## config.mk

```make
export PLATFORM = sky130hd
export DESIGN_NAME = axis_tg_pattern
export DESIGN_NICKNAME = d
export VERILOG_FILES = /design/src/rtl/axis_tg_pkg.sv /design/src/rtl/axis_tg_dest_sel.sv /design/src/rtl/axis_tg_pattern.sv
export SDC_FILE = /design/constraint.sdc
export NUM_CORES = 2
export LEC_CHECK = 0
export BUFFER_PORTS_ARGS = -buffer_cell sky130_fd_sc_hd__clkbuf_2
export CAP_MARGIN = 0
export CORE_AREA = 2 2 279 281
export DETAILED_ROUTE_END_ITERATION = 8
export DIE_AREA = 0 0 281 283
export PLACE_DENSITY = 0.8
export SETUP_SLACK_MARGIN = 0.5
export SLEW_MARGIN = 20
export SYNTH_ARGS = -nofsm -noshare
export SYNTH_HDL_FRONTEND = slang
export SYNTH_SLANG_ARGS = --single-unit
```

## constraint.sdc

```tcl
create_clock -name clk -period 3.59 [get_ports clk]
set_input_delay 0.718 -clock clk [delete_from_list [all_inputs] [get_ports clk]]
set_output_delay 0.718 -clock clk [all_outputs]
set_load 0.02 [all_outputs]
```

## src/rtl/axis_tg_pkg.sv

```systemverilog
// Shared types, LFSR step and destination fold helpers for the traffic generator.
package axis_tg_pkg;

   typedef enum logic [1:0] {
      PAT_UNIFORM    = 2'd0,
      PAT_TRANSPOSE  = 2'd1,
      PAT_COMPLEMENT = 2'd2,
      PAT_HOTSPOT    = 2'd3
   } pattern_e;

   typedef enum logic [1:0] {
      ST_IDLE     = 2'd0,
      ST_WAIT_INJ = 2'd1,
      ST_SEND     = 2'd2,
      ST_DONE     = 2'd3
   } tg_state_e;

   localparam logic [31:0] LFSR_POLY    = 32'h8020_0003;
   localparam logic [31:0] DST_SEED_XOR = 32'h5A5A_5A5A;

   // One step of the right-shifting Galois LFSR.
   function automatic logic [31:0] lfsr_next(input logic [31:0] s);
      return s[0] ? ((s >> 1) ^ LFSR_POLY) : (s >> 1);
   endfunction

   // An all-zero LFSR would lock up, so a zero seed becomes 1.
   function automatic logic [31:0] seed_fix(input logic [31:0] s);
      return (s == 32'd0) ? 32'd1 : s;
   endfunction

   // Single subtraction is enough because x < 2*n whenever n > 2^(W-1).
   function automatic int unsigned fold_dest(input int unsigned x, input int unsigned n);
      return (x >= n) ? x - n : x;
   endfunction

endpackage

```

## src/rtl/axis_tg_dest_sel.sv

```systemverilog
// Destination selection: pattern mapping, hotspot steering and self-avoidance.
module axis_tg_dest_sel
   import axis_tg_pkg::*;
#(
   parameter int unsigned TID          = 0,
   parameter int unsigned TDEST_WIDTH  = 4,
   parameter int unsigned NUM_ROUTERS  = 16,
   parameter int unsigned HOTSPOT_DEST = 0,
   parameter bit          ALLOW_SELF   = 1'b1
) (
   input  logic [1:0]             pattern,
   input  logic [TDEST_WIDTH-1:0] dst_rand,
   input  logic [15:0]            hot_rand,
   input  logic [15:0]            hotspot_load,
   output logic [TDEST_WIDTH-1:0] dest_c
);

   localparam int unsigned HALF = TDEST_WIDTH / 2;
   localparam logic [TDEST_WIDTH-1:0] TID_W = TDEST_WIDTH'(TID);
   localparam logic [TDEST_WIDTH-1:0] TRN_W = {TID_W[HALF-1:0], TID_W[TDEST_WIDTH-1:HALF]};
   localparam logic [TDEST_WIDTH-1:0] CMP_W = ~TID_W;
   localparam int unsigned SELF_NEXT = ((TID + 1) == NUM_ROUTERS) ? 0 : TID + 1;

   pattern_e    pat;
   int unsigned uni;
   int unsigned sel;

   assign pat = pattern_e'(pattern);

   // Map the requested pattern to a destination index in [0, NUM_ROUTERS).
   always_comb begin
      uni = fold_dest(32'(dst_rand), NUM_ROUTERS);
      sel = uni;
      case (pat)
         PAT_UNIFORM:    sel = uni;
         PAT_TRANSPOSE:  sel = fold_dest(32'(TRN_W), NUM_ROUTERS);
         PAT_COMPLEMENT: sel = fold_dest(32'(CMP_W), NUM_ROUTERS);
         PAT_HOTSPOT:    sel = (hot_rand < hotspot_load) ? HOTSPOT_DEST : uni;
      endcase
      // Only the random patterns avoid self; deterministic ones may self-target.
      if (!ALLOW_SELF && (pat == PAT_UNIFORM || pat == PAT_HOTSPOT) && sel == TID)
         sel = fold_dest(SELF_NEXT, NUM_ROUTERS);
      dest_c = TDEST_WIDTH'(sel);
   end

endmodule

```

## src/rtl/axis_tg_pattern.sv

```systemverilog
// AXI-Stream traffic generator with destination patterns, multi-flit packets,
// per-destination sequence numbers and pause/resume.
module axis_tg_pattern
   import axis_tg_pkg::*;
#(
   parameter logic [31:0] SEED          = 32'd1,
   parameter int unsigned TID           = 0,
   parameter int unsigned TDATA_WIDTH   = 64,
   parameter int unsigned TDEST_WIDTH   = 4,
   parameter int unsigned TID_WIDTH     = 4,
   parameter int unsigned NUM_ROUTERS   = 16,
   parameter int unsigned COUNT_WIDTH   = 32,
   parameter int unsigned MAX_PKT_FLITS = 4,
   parameter int unsigned HOTSPOT_DEST  = 0,
   parameter bit          ALLOW_SELF    = 1'b1
) (
   input  logic                                        clk,
   input  logic                                        rst,
   input  logic                                        start,
   input  logic [15:0]                                 load,
   input  logic [15:0]                                 hotspot_load,
   input  logic [1:0]                                  pattern,
   input  logic [$clog2(MAX_PKT_FLITS+1)-1:0]          pkt_len,
   input  logic [COUNT_WIDTH-1:0]                      num_packets,
   input  logic [TDATA_WIDTH/2-1:0]                    ticks,
   output logic                                        done,
   output logic                                        busy,
   output logic [NUM_ROUTERS-1:0][COUNT_WIDTH-1:0]     sent_packets,
   output logic [COUNT_WIDTH-1:0]                      total_sent_packets,
   output logic                                        axis_out_tvalid,
   input  logic                                        axis_out_tready,
   output logic [TDATA_WIDTH-1:0]                      axis_out_tdata,
   output logic                                        axis_out_tlast,
   output logic [TID_WIDTH-1:0]                        axis_out_tid,
   output logic [TDEST_WIDTH-1:0]                      axis_out_tdest
);

   localparam int unsigned LEN_W  = $clog2(MAX_PKT_FLITS + 1);
   localparam int unsigned HALF_W = TDATA_WIDTH / 2;
   localparam logic [31:0] INJ_SEED = seed_fix(SEED);
   localparam logic [31:0] DST_SEED = seed_fix(SEED ^ DST_SEED_XOR);

   tg_state_e                               state_q, state_d;
   logic [31:0]                             inj_lfsr_q, inj_lfsr_d;
   logic [31:0]                             dst_lfsr_q, dst_lfsr_d;
   logic [TDEST_WIDTH-1:0]                  dest_q, dest_d;
   logic [LEN_W-1:0]                        len_q, len_d;
   logic [LEN_W-1:0]                        flit_q, flit_d;
   logic                                    tvalid_q, tvalid_d;
   logic                                    tlast_q, tlast_d;
   logic [TDATA_WIDTH-1:0]                  tdata_q, tdata_d;
   logic                                    done_q, done_d;
   logic                                    busy_q, busy_d;
   logic [NUM_ROUTERS-1:0][COUNT_WIDTH-1:0] sent_q, sent_d;
   logic [COUNT_WIDTH-1:0]                  total_q, total_d;

   logic [TDEST_WIDTH-1:0]                  dest_c;
   logic [LEN_W-1:0]                        len_clamp;
   logic [COUNT_WIDTH-1:0]                  seq_sel;
   logic                                    hs;

   axis_tg_dest_sel #(
      .TID          (TID),
      .TDEST_WIDTH  (TDEST_WIDTH),
      .NUM_ROUTERS  (NUM_ROUTERS),
      .HOTSPOT_DEST (HOTSPOT_DEST),
      .ALLOW_SELF   (ALLOW_SELF)
   ) u_dest_sel (
      .pattern      (pattern),
      .dst_rand     (dst_lfsr_q[TDEST_WIDTH-1:0]),
      .hot_rand     (dst_lfsr_q[31:16]),
      .hotspot_load (hotspot_load),
      .dest_c       (dest_c)
   );

   assign hs = tvalid_q & axis_out_tready;

   // Next-state, datapath and counter updates for the generator FSM.
   always_comb begin
      state_d    = state_q;
      inj_lfsr_d = lfsr_next(inj_lfsr_q);
      dst_lfsr_d = lfsr_next(dst_lfsr_q);
      dest_d     = dest_q;
      len_d      = len_q;
      flit_d     = flit_q;
      tvalid_d   = tvalid_q;
      tlast_d    = tlast_q;
      tdata_d    = tdata_q;
      sent_d     = sent_q;
      total_d    = total_q;

      // Zero-length requests become single flits; oversize ones are capped.
      if (pkt_len == '0)
         len_clamp = LEN_W'(1);
      else if (32'(pkt_len) > MAX_PKT_FLITS)
         len_clamp = LEN_W'(MAX_PKT_FLITS);
      else
         len_clamp = pkt_len;

      seq_sel = '0;
      for (int unsigned i = 0; i < NUM_ROUTERS; i++)
         if (dest_c == TDEST_WIDTH'(i))
            seq_sel = sent_q[i];

      case (state_q)
         ST_IDLE: begin
            if (start)
               state_d = (total_q >= num_packets) ? ST_DONE : ST_WAIT_INJ;
         end
         ST_WAIT_INJ: begin
            if (!start) begin
               state_d = ST_IDLE;
            end else if (inj_lfsr_q[15:0] < load) begin
               state_d  = ST_SEND;
               dest_d   = dest_c;
               len_d    = len_clamp;
               flit_d   = '0;
               tvalid_d = 1'b1;
               tlast_d  = (len_clamp == LEN_W'(1));
               tdata_d  = {ticks, HALF_W'(seq_sel)};
            end
         end
         ST_SEND: begin
            if (hs) begin
               if (tlast_q) begin
                  tvalid_d = 1'b0;
                  tlast_d  = 1'b0;
                  total_d  = total_q + COUNT_WIDTH'(1);
                  for (int unsigned i = 0; i < NUM_ROUTERS; i++)
                     if (dest_q == TDEST_WIDTH'(i))
                        sent_d[i] = sent_q[i] + COUNT_WIDTH'(1);
                  state_d  = (total_d == num_packets) ? ST_DONE : ST_WAIT_INJ;
               end else begin
                  flit_d  = flit_q + LEN_W'(1);
                  tlast_d = ((flit_q + LEN_W'(2)) == len_q);
               end
            end
         end
         ST_DONE: begin
            state_d = ST_DONE;
         end
      endcase

      busy_d = (state_d == ST_SEND);
      done_d = (state_d == ST_DONE);
   end

   // State and datapath registers with synchronous reset.
   always_ff @(posedge clk) begin
      if (rst) begin
         state_q    <= ST_IDLE;
         inj_lfsr_q <= INJ_SEED;
         dst_lfsr_q <= DST_SEED;
         dest_q     <= '0;
         len_q      <= '0;
         flit_q     <= '0;
         tvalid_q   <= 1'b0;
         tlast_q    <= 1'b0;
         tdata_q    <= '0;
         done_q     <= 1'b0;
         busy_q     <= 1'b0;
         sent_q     <= '0;
         total_q    <= '0;
      end else begin
         state_q    <= state_d;
         inj_lfsr_q <= inj_lfsr_d;
         dst_lfsr_q <= dst_lfsr_d;
         dest_q     <= dest_d;
         len_q      <= len_d;
         flit_q     <= flit_d;
         tvalid_q   <= tvalid_d;
         tlast_q    <= tlast_d;
         tdata_q    <= tdata_d;
         done_q     <= done_d;
         busy_q     <= busy_d;
         sent_q     <= sent_d;
         total_q    <= total_d;
      end
   end

   assign done               = done_q;
   assign busy               = busy_q;
   assign sent_packets       = sent_q;
   assign total_sent_packets = total_q;
   assign axis_out_tvalid    = tvalid_q;
   assign axis_out_tdata     = tdata_q;
   assign axis_out_tlast     = tlast_q;
   assign axis_out_tid       = TID_WIDTH'(TID);
   assign axis_out_tdest     = dest_q;

endmodule

```

==> reports/qor.txt <==
outcome -> completed
Synth cell types -> 83
Initial Util -> 0.466
IO buf count -> 720
IO Count -> 725
pin count of the biggest net entering global routing -> 219
wire per inst -> 26.4 um
final RePlAce weighted congestion -> 1.06
VDD IR-drop max -> 386 uV
Placement Cell Area -> 43300 um2
crit path cell chain -> inv_1, o21ai_0, or2_4, bufbuf_16, o21ai_0, o311ai_2, buf_4, nand4_1, a32o_1
critical path's slowest cell -> dfxtp_1
Hold Buf Count CTS -> 0
WL final -> 175000 um
Hold Path Class -> input port to flip-flop
Startpoint Class -> flip-flop
Post-synth EDFFs -> 0
WHS Path Cells -> 3
vias post-DR -> 40300
ys async rst share -> 0
Layout Area Growth over Synthesis -> 37.4%
DIE WIDTH -> 281 um
CP Class -> flip-flop to flip-flop
post-DR vias/cell -> 6.09
synth warn -> 0
core area -> 76700 um2
max incr delay on CP -> 780 ps
total grt overflow -> 0
row count -> 102
worst skew pair latency -> 660 ps
static leakage -> 19.9 nW
Max Slew Vio Count -> 0
post-route ant nets -> 0
cell depth of the worst flop-to-flop path -> 9
CTS tree -> done
reg-to-reg critical path startpoint -> dst_lfsr_q[2]
clock tree sinks -> 688
Final Setup Violations -> 0
proportion of layout cells with a drive suffix above 1 -> 0.306
worst-margin pin slew -> 1080 ps
Die Height -> 283 um
TritonCTS Buffers -> 76
Worst Setup SP -> dst_lfsr_q[2]
cell chosen for the clock root -> clkbuf_16
Final Hold Fails -> 0
vias in the first global route -> 36800
Post-Synthesis Cells -> 4477
die area -> 79500 um2
min-delay src -> ticks[4]
DR iter-0 viols -> 4682
Highest Clock Rate -> 290 MHz
Arrival @ worst endpoint -> 4000 ps
Most used DFF post-synth -> dfxtp_1
clk slew on worst S/H paths -> 70 ps
Nets -> 5702
power density cells -> 383 nW/um2
CP most frequent cell -> o21ai_0
GRT Overall Usage -> 0.419
Clock Path Buffers -> 3
CP endpoint kind -> flip-flop
antenna violations before repair -> 6
most common cell after layout, fill and taps aside -> clkbuf_2
Max Cap Viol -> 0
Post-Syn Area per Cell -> 7.98 um2
Critical Path RT -> 4150 ps
fin crit share -> 0.960
first-pass GRT wire length -> 248000 um
Final Power -> 18.8 mW
Fin Setup TNS -> 0 ps
fin area -> 49100 um2
HPWL after DPL -> 135000 um
slew margin rel. -> 0.280
area of the mapped netlist -> 35700 um2
Worst Skew -> 28.7 ps
most frequent cells in the layout -> clkbuf_2, dfxtp_1, nor2_1
#FFs+latches synth -> 688
minimum clock period after layout -> 3450 ps
sequential fraction of the synthesis area -> 0.385
DRC viols -> 0
worst-path fanout max -> 14
router iterations before antenna repair -> 8
RSZ-0062 raised after global routing -> true
htree depth -> 3
[path summary, 6_finish.rpt]
path | to | slack (ps)
max reg2reg | axis_out_tdata[13] | 140
max | axis_out_tdata[13] | 140
min reg2reg | dst_lfsr_q[9] | 420
min | axis_out_tdata[36] | 280
[timing repair]
| item | CTS | global route |
|---|---|---|
| gates cloned | 10 | 1 |
| buffers inserted | 64 | 25 |
| endpoints found under the setup margin | 60 | 112 |
| pin swaps | 84 | 73 |
| gates resized for setup | 257 | 202 |
[cell families (layout without fill, tap and decap cells)]
family | Yosys count | after routing | synth area share
other | 1 | 7 | 0.000105
buffers and inverters | 366 | 1465 | 0.0406
adder cells (fa/ha/maj) | 80 | 80 | 0.0280
multiplexers | 61 | 61 | 0.0173
flip-flops | 688 | 688 | 0.385
AO/OA/AOI/OAI | 833 | 834 | 0.145
XOR/XNOR | 481 | 481 | 0.118
AND/OR/NAND/NOR | 1967 | 1968 | 0.266
[cells in the mapped netlist, types with 7 or more instances]
master / n / area share
dfxtp_1: 688 / 0.39
nor2_1: 634 / 0.067
nand2_1: 448 / 0.047
xor2_1: 320 / 0.078
a21oi_1: 273 / 0.038
o21ai_0: 236 / 0.033
nand3_1: 218 / 0.031
clkbuf_1: 181 / 0.019
xnor2_1: 161 / 0.039
inv_1: 129 / 0.014
nand4_1: 127 / 0.022
or3_1: 116 / 0.020
and3_1: 109 / 0.019
ha_1: 80 / 0.028
nor3_1: 76 / 0.011
nor2b_1: 60 / 0.011
mux2i_1: 56 / 0.016
and4_1: 44 / 0.011
buf_2: 38 / 0.0053
o22ai_1: 38 / 0.0067
a211oi_1: 32 / 0.0067
o221ai_1: 30 / 0.0074
o211ai_1: 25 / 0.0053
or2_2: 25 / 0.0044
and2_1: 24 / 0.0042
a31oi_1: 23 / 0.0040
nor4_1: 23 / 0.0040
a22oi_1: 19 / 0.0040
nand2b_1: 16 / 0.0028
a21o_1: 15 / 0.0032
a221oi_1: 12 / 0.0029
o21a_1: 11 / 0.0023
o311ai_0: 11 / 0.0027
buf_1: 10 / 0.0011
a31o_2: 8 / 0.0020
buf_4: 8 / 0.0017
o221a_2: 8 / 0.0025
a2111oi_0: 7 / 0.0017
a311oi_1: 7 / 0.0017
nand3b_1: 7 / 0.0015
o31ai_1: 7 / 0.0015
or4_1: 7 / 0.0015
[where the power goes]
part           leakage, nW  switching [mW]  internal (mW)
Clock                 1.29            3.51           4.82
Sequential            5.56          0.0789           7.71
Combinational         13.1            1.56           1.10
Total                 19.9            5.15           13.6
[registers in the layout, summed over array words and instances, names as in the netlist]
name and cells:
done 1, flit_q 3, axis_out_tdata 64, axis_out_tvalid 1, len_q 3, busy 1, state_q 2, total_sent_packets 32
inj_lfsr_q 32, axis_out_tdest 4, axis_out_tlast 1, dst_lfsr_q 32, sent_packets 512
[metrics by stage]
step / utilization / hold slack, ps / cells / setup WS [ps]
global route: 0.640 / 286 / 6623 / 1.94
floorplan: - / 389 / 4480 / 342
CTS: 0.625 / 262 / 6595 / 250
global placement: 0.565 / 393 / 6379 / -799
detailed placement: 0.565 / 403 / 6379 / -858
finish: 0.640 / 285 / 6624 / 144
[critical path, delay by kind of cell (launching register included)]
kind | cells | cell delay (ps)
compound gates | 4 | 1190
buf+inv | 3 | 870
flops | 1 | 780
simple gates | 2 | 520
[area by class of cell]
type / instances / area (um2)
fill: 6396 / 27600
tap: 1040 / 1300
antenna: 3 / 7.51
clock buffer: 99 / 2130
sequential: 688 / 13800
timing repair buffer: 1194 / 8150
multi-input combinational: 3428 / 22700
inverter: 129 / 512
clock inverter: 43 / 528
[per-layer routing]
layer / wire, um / GRT usage / up-vias
met4: 16100 / 0.305 / 2
li1: - / - / 17800
met2: 75400 / 0.646 / 2778
met3: 22000 / 0.120 / 755
met1: 61400 / 0.496 / 19000
met5: 13 / 0 / -
(Power assumes the default switching activity.)
